$ cat src/rtl/fifo_thresh.sv
`default_nettype none
// ============================================================================
// Module   : fifo_thresh
// Purpose  : Synchronous first-word-fall-through FIFO with occupancy count,
//            programmable almost-full/almost-empty thresholds, sticky
//            overflow/underflow flags and a synchronous flush.
// Revision : 1.0 - initial release
// ============================================================================
module fifo_thresh #(
  parameter int WIDTH     = 8,
  parameter int DEPTH     = 8,
  parameter int AF_THRESH = DEPTH - 2,
  parameter int AE_THRESH = 1,
  localparam int PTRWID   = $clog2(DEPTH) + 1
) (
  input  logic              clk,
  input  logic              rst,
  input  logic              flush,
  input  logic              push,
  input  logic              pop,
  input  logic              clr_err,
  input  logic [WIDTH-1:0]  data_in,
  output logic [WIDTH-1:0]  data_out,
  output logic              full,
  output logic              empty,
  output logic              almost_full,
  output logic              almost_empty,
  output logic [PTRWID-1:0] count,
  output logic              overflow,
  output logic              underflow
);

  // Index width into the storage array; the pointer carries one extra wrap bit.
  localparam int IDXW = PTRWID - 1;

  // Thresholds resized to the count width so the comparisons are width-exact.
  localparam logic [PTRWID-1:0] AF_LEVEL = PTRWID'(AF_THRESH);
  localparam logic [PTRWID-1:0] AE_LEVEL = PTRWID'(AE_THRESH);

  // --------------------------------------------------------------------------
  // State
  // --------------------------------------------------------------------------
  logic [PTRWID-1:0] r_wr_ptr;
  logic [PTRWID-1:0] r_rd_ptr;
  logic              r_overflow;
  logic              r_underflow;

  logic [WIDTH-1:0]  w_entries [DEPTH];

  // --------------------------------------------------------------------------
  // Status decode (registered state only, never from push/pop/data_in)
  // --------------------------------------------------------------------------
  logic              w_full;
  logic              w_empty;
  logic [PTRWID-1:0] w_count;

  // Equal pointers mean empty; equal index with differing wrap bit means full.
  assign w_empty = (r_wr_ptr == r_rd_ptr);
  assign w_full  = (r_wr_ptr[IDXW-1:0] == r_rd_ptr[IDXW-1:0]) &&
                   (r_wr_ptr[PTRWID-1] != r_rd_ptr[PTRWID-1]);

  // Modular difference of the wrap-extended pointers is the occupancy 0..DEPTH.
  assign w_count = r_wr_ptr - r_rd_ptr;

  // --------------------------------------------------------------------------
  // Request qualification
  // --------------------------------------------------------------------------
  logic w_push_ok;
  logic w_pop_ok;
  logic w_ovf_set;
  logic w_unf_set;

  // A push into a full FIFO still succeeds when a pop vacates the head slot.
  // Flush overrides both requests and suppresses any error they would raise.
  assign w_push_ok = push && (!w_full || pop) && !flush;
  assign w_pop_ok  = pop && !w_empty && !flush;
  assign w_ovf_set = push && w_full && !pop && !flush;
  assign w_unf_set = pop && w_empty && !flush;

  // --------------------------------------------------------------------------
  // Pointer registers
  // --------------------------------------------------------------------------
  // Write pointer: cleared by flush, advanced by each accepted push.
  always_ff @(posedge clk or posedge rst) begin
    if (rst) begin
      r_wr_ptr <= '0;
    end else if (flush) begin
      r_wr_ptr <= '0;
    end else if (w_push_ok) begin
      r_wr_ptr <= r_wr_ptr + PTRWID'(1);
    end
  end

  // Read pointer: cleared by flush, advanced by each accepted pop.
  always_ff @(posedge clk or posedge rst) begin
    if (rst) begin
      r_rd_ptr <= '0;
    end else if (flush) begin
      r_rd_ptr <= '0;
    end else if (w_pop_ok) begin
      r_rd_ptr <= r_rd_ptr + PTRWID'(1);
    end
  end

  // --------------------------------------------------------------------------
  // Sticky error flags (a new error in the same cycle beats clr_err)
  // --------------------------------------------------------------------------
  // Overflow: set by a dropped push, cleared by clr_err.
  always_ff @(posedge clk or posedge rst) begin
    if (rst) begin
      r_overflow <= 1'b0;
    end else if (w_ovf_set) begin
      r_overflow <= 1'b1;
    end else if (clr_err) begin
      r_overflow <= 1'b0;
    end
  end

  // Underflow: set by a dropped pop, cleared by clr_err.
  always_ff @(posedge clk or posedge rst) begin
    if (rst) begin
      r_underflow <= 1'b0;
    end else if (w_unf_set) begin
      r_underflow <= 1'b1;
    end else if (clr_err) begin
      r_underflow <= 1'b0;
    end
  end

  // --------------------------------------------------------------------------
  // Storage: one register per entry, each with its own write enable so a
  // dropped push can never disturb stored data. Flush leaves contents intact.
  // --------------------------------------------------------------------------
  for (genvar gi = 0; gi < DEPTH; gi++) begin : g_entry
    logic             w_wr_en;
    logic [WIDTH-1:0] r_data;

    assign w_wr_en = w_push_ok && (r_wr_ptr[IDXW-1:0] == IDXW'(gi));

    // Entry register: loads data_in only when this slot is the write target.
    always_ff @(posedge clk or posedge rst) begin
      if (rst) begin
        r_data <= '0;
      end else if (w_wr_en) begin
        r_data <= data_in;
      end
    end

    assign w_entries[gi] = r_data;
  end

  // --------------------------------------------------------------------------
  // Outputs
  // --------------------------------------------------------------------------
  // Head entry is presented continuously (first-word fall-through).
  assign data_out     = w_entries[r_rd_ptr[IDXW-1:0]];
  assign full         = w_full;
  assign empty        = w_empty;
  assign count        = w_count;
  assign almost_full  = (w_count >= AF_LEVEL);
  assign almost_empty = (w_count <= AE_LEVEL);
  assign overflow     = r_overflow;
  assign underflow    = r_underflow;

endmodule
`default_nettype wire

$ cat config.mk
export PLATFORM = sky130hd
export DESIGN_NAME = fifo_thresh
export DESIGN_NICKNAME = d
export VERILOG_FILES = /design/src/rtl/fifo_thresh.sv
export SDC_FILE = /design/constraint.sdc
export NUM_CORES = 1
export LEC_CHECK = 0
export CAP_MARGIN = 10
export CORE_UTILIZATION = 58
export CTS_CLUSTER_SIZE = 8
export DETAILED_ROUTE_END_ITERATION = 16
export PLACE_DENSITY = 0.85
export SYNTH_ARGS = -nofsm -noshare
export SYNTH_HDL_FRONTEND = slang
export SYNTH_SLANG_ARGS = --single-unit
$ cat constraint.sdc
create_clock -name clk -period 3.2 [get_ports clk]
set_clock_uncertainty 0.1 [all_clocks]
set_input_delay 0.48 -clock clk [delete_from_list [all_inputs] [get_ports clk]]
set_output_delay 0.48 -clock clk [all_outputs]
set_load 0.05 [all_outputs]
[After elaboration in Yosys (flattened, before gate mapping)]
Cells that the tools add are included.
Storage, ports and cells
  output and inout port bits: 18
  bits of input ports: 14
  bits in registers: 74
Cells by class
  order comparisons: 3
  $add $sub $neg: 3
  reductions and logical operators: 28
  mux-type cells: 10
  bitwise operators: 1
  equal/unequal tests: 10
Operators by type and width (number)
  8-bit binary-select mux with 3-bit select: 1
  1-bit logical AND: 18
  4-bit two-way mux: 4
  8-bit two-way mux: 2
  3-bit equality test (second input constant): 4
  4-bit by 1-bit adder with 4-bit output (second input constant): 2
  2-bit nonzero test: 4
  3-bit by 2-bit equality test with 1-bit output (second input constant): 2
  4-bit equality test: 1
  4-bit by 3-bit greater-or-equal comparator with 1-bit output (second input constant): 1
  4-bit greater-or-equal comparator (second input constant): 1
  4-bit by 1-bit less-or-equal comparator with 1-bit output (second input constant): 1
  1-bit logical NOT: 4
  3-bit inverter with 4-bit output: 1
  4-bit subtractor: 1
  3-bit by 1-bit equality test with 1-bit output (second input constant): 1
  3-bit equality test: 1
  3-bit logical NOT: 1
  1-bit two-way mux: 3
  1-bit logical OR: 1
  1-bit != test: 1

[Logic depth before layout (Yosys ltp)]
  word-level depth: 8
  gate-level depth with buffers: 8
  mapped depth without buffers: 5

[Worst setup path before layout]
Ideal clock, no wire load.
  path kind: register to output
  start: register r_rd_ptr[1]
  end: output port almost_empty
  stages on the path, launching flop included: 8
  path slack: -0.576 ns
  data arrival time: 3.196 ns
  cell sequence: dfrtp_1 > clkbuf_1 > buf_1 > inv_1 > ha_1 > and3b_1 > or3_1 > a211oi_1
Between the ends
  word-level cells in the longest chain between the ends: 2
RTL lines
  start: declaration: line 44  | logic [PTRWID-1:0] r_rd_ptr;
  start signal: assignment: line 101  | r_rd_ptr <= r_rd_ptr + PTRWID'(1);
  4-bit subtractor: line 63  | assign w_count = r_wr_ptr - r_rd_ptr;
  4-bit by 1-bit less-or-equal comparator with 1-bit output: line 161  | assign almost_empty = (w_count <= AE_LEVEL);
  end: declaration: line 27  | output logic almost_empty,
Every way passes these cells.

[Final worst setup path]
Ends and elaborated chain as after synthesis.

==> summary.txt <==
Run status
  • Outcome: finished clean

GRT
  • Largest net degree at the start of global routing: 46
  • Gr ovfl total: 0
  • Initial antenna violation count: 0
  • Vias in the first global route: 2642
  • Tot GR Track Use: 0.254
  • Global-route wire length before repair: 13.5 mm

Clock tree
  • Cts hold-fix bufs: 0
  • Resized Gates After CTS: 0
  • CTS Sinks: 74
  • Clock tree buffer depth: 2
  • H-tree depth: 3
  • Postcts setup bufs: 0
  • CTS buffer count: 9
  • Latest clock arrival within the worst-skew pair: around 0.34 ns
  • Clk slew on worst S/H paths: 0.08 ns
  • CTS tree: yes
  • Root Driver: clkbuf_8

Final layout
  • Ant diodes: 0
  • Filler cells: 434
  • Area grow syn2layout: 18.0%
  • Post-layout util: 0.713
  • Final Non-Filler Cells: 393
  • Nets: ~340
  • Layout cell share with drive strength beyond 1: 0.440

Flow run
  • Max Cap Violations: 0

Setup path
  • Cell chain of the critical path: inv_1, ha_1, and3b_1, or3_1, a211oi_2, buf_12
  • Cell count along the critical path: 6
  • Slowest-stage cell, CP: dfrtp_1
  • Worst R2R Path Depth: 5
  • Crit start category: flip-flop
  • Critical Path AT: ~2.4 ns
  • CP delay by family, top: simple AND/OR/NAND/NOR gates
  • Crit path capture type: primary output
  • CP max stage delay: 0.53 ns
  • Critical Path RT: 2.62 ns
  • Worst Path Max Fanout: 7
  • Worst path bufs/invs: 2
  • Worst Path Class, Setup: flip-flop to primary output

Logic synthesis
  • Top cells by count, synth: dfrtp_1, mux2_2, nand2_1
  • Yosys cell types: 37
  • FFs w/ async S/R, synth: 1.00
  • Top post-synthesis cells by area: dfrtp_1, mux2_2, mux4_2, o311ai_4, ha_1
  • Top cell type's share of synthesized area: 0.480
  • Most used DFF post-synth: dfrtp_1
  • Syn Inst Count: about 270
  • Yosys warns: 0
  • Syn avg cell area: 14.2 um2
  • Synth Cell Area: 3860 um2
  • Most frequent cell after synthesis: dfrtp_1
  • Number of enable-type register cells in the synthesized netlist: 0
  • Flops & latches, synth: 74
  • Post-synth top area cell: dfrtp_1
  • Post-synthesis sequential area ratio: 0.480
  • Syn nets: 297

Timing
  • Relative max-transition margin: 0.457
  • Final worst-path setup slack: ~0.24 ns
  • Smallest hold slack: 0.401 ns
  • Tightest Pin Transition: 0.815 ns
  • Setup TNS Final: 0 ns
  • Fmax achieved: 0.338 GHz
  • Hold Vio Cnt, Final: 0
  • Max-slew violation count: 0
  • Tmin final: 2.96 ns
  • Final period util: 0.925
  • RSZ-0062 raised after global routing: false
  • Final setup vio count: 0

Floorplan
  • Full die area: 6990 um2
  • Io pins: 32
  • Cell Rows: 29
  • Die Height: 83.6 um
  • Die width: 83.6 um
  • Initial core utilization: 0.604
  • Core Region: 6390 um2

Drt
  • Vias: 2400
  • Post-route DRC: 0
  • Via-to-Cell Ratio: 6.11
  • First drt pass iteration count: 4
  • Final antenna-violating net count: 0
  • DR WL/cell: 20.3 um
  • DRT iter0 DRCs: 147
  • Post-Route WL: 7.97 mm

Min path
  • Worst hold path class: flip-flop to flip-flop
  • Worst Hold Depth: 1

Power
  • Leakage: 2.06 nW
  • Peak VDD IR: 0.000478 V
  • Pwr dens: 705 nW/um2
  • Psw: 0.00108 W
  • Logic pwr share: 0.359
  • Switching Share: 0.337
  • Register share of total power: 0.386
  • Clock share of power: 0.254
  • Int Pwr: 0.00213 W

Placement
  • HPWL Detailed: between 5 and 6 mm
  • Gpl congestion: 0.827
  • PortBufs: 31
  • Pre-CTS setup slack: 0.613 ns
  • Cells after DPL: 377
-- area by class of cell --
| cell class | count | area [um2] | area share |
|---|---|---|---|
| Clock inverter | 6 | 88.8 | 0.0195 |
| Clock buffer | 10 | 138 | 0.0302 |
| Inverter | 11 | 41.3 | 0.00906 |
| Sequential cell | 74 | 1850 | 0.406 |
| Tap cell | 77 | 96.3 | 0.0211 |
| Timing Repair Buffer | 39 | 418 | 0.0917 |
| Multi-Input combinational cell | 176 | 1920 | 0.422 |
-- stage by stage --
step / area, um2 / total power (W)
final: 4560 / 0.00321
after global routing: 4560 / 0.00336
after CTS: 4560 / 0.00323
after detailed placement: 4330 / 0.00241
after global placement: 4330 / 0.00237
after floorplan: 3880 / 0.00206
-- worst paths after layout --
path,to,from,slack (ns)
max,almost_empty,r_rd_ptr[1],0.24
min,overflow,overflow,0.40
max reg2reg,g_entry[7].r_data[2],r_wr_ptr[2],0.66
min reg2reg,overflow,overflow,0.40
max in group asynchronous,g_entry[5].r_data[4],rst,1.91
min in group asynchronous,g_entry[2].r_data[6],rst,0.43
-- worst register-to-register path, delay by kind of cell (launching register included) --
family	cells	cell delay, ns
AOI/OAI and AO/OA	1	0.63
DFF	1	0.51
adders and majority gates	1	0.45
muxes	1	0.41
buffers and inverters	1	0.23
and+or+nand+nor	1	0.10
-- sequential cells by signal, indices dropped and copies added (netlist names) --
name and cells:
g_entry.r_data 64, r_rd_ptr 4, r_wr_ptr 4, overflow 1
underflow 1
-- power by group through the flow --
stage	clock, W	sequential, W	combinational, W
floorplan	0	0.00122	0.000834
global placement	0	0.00124	0.00113
detailed placement	0	0.00126	0.00116
CTS	0.000829	0.00124	0.00117
global route	0.000863	0.00126	0.00123
finish	0.000817	0.00124	0.00115
-- layer usage --
layer / up-vias / track usage / routed length (um)
met3: 13 / 0.0593 / 471
li1: 1084 / - / -
met5: - / 0 / 0
met1: 1238 / 0.330 / 3290
met2: 65 / 0.412 / 4080
met4: 0 / 0.108 / 128
-- cells by family (layout without fill, tap and decap cells) --
logic type                 after synthesis  after routing  synth area share
AOI/OAI and AO/OA                       23             23            0.0840
xor gates and xnor gates                 3              3            0.0117
DFF                                     74             74             0.480
and+or+nand+nor                         53             53            0.0629
buffers and inverters                   22             66            0.0269
adders and majority gates               11             11            0.0376
muxes                                   86             86             0.297
-- placed cells by master, fill, tap and decap left out, types with 2 or more instances in the layout --
master,Yosys,final
dfrtp_1,74,74
mux2_2,69,69
nand2_1,27,27
buf_4,0,17
mux4_2,16,16
clkdlybuf4s50_1,0,15
ha_1,10,10
clkbuf_8,0,10
inv_1,10,9
o311ai_4,8,8
nor2b_1,7,7
nor2_1,9,7
buf_12,0,7
and2_1,4,4
a21oi_1,3,3
nor2_2,0,2
a32o_1,2,2
nand4_1,2,2
clkinvlp_4,0,2
bufinv_16,0,2
Note: power is estimated with default switching activity, not from simulation.
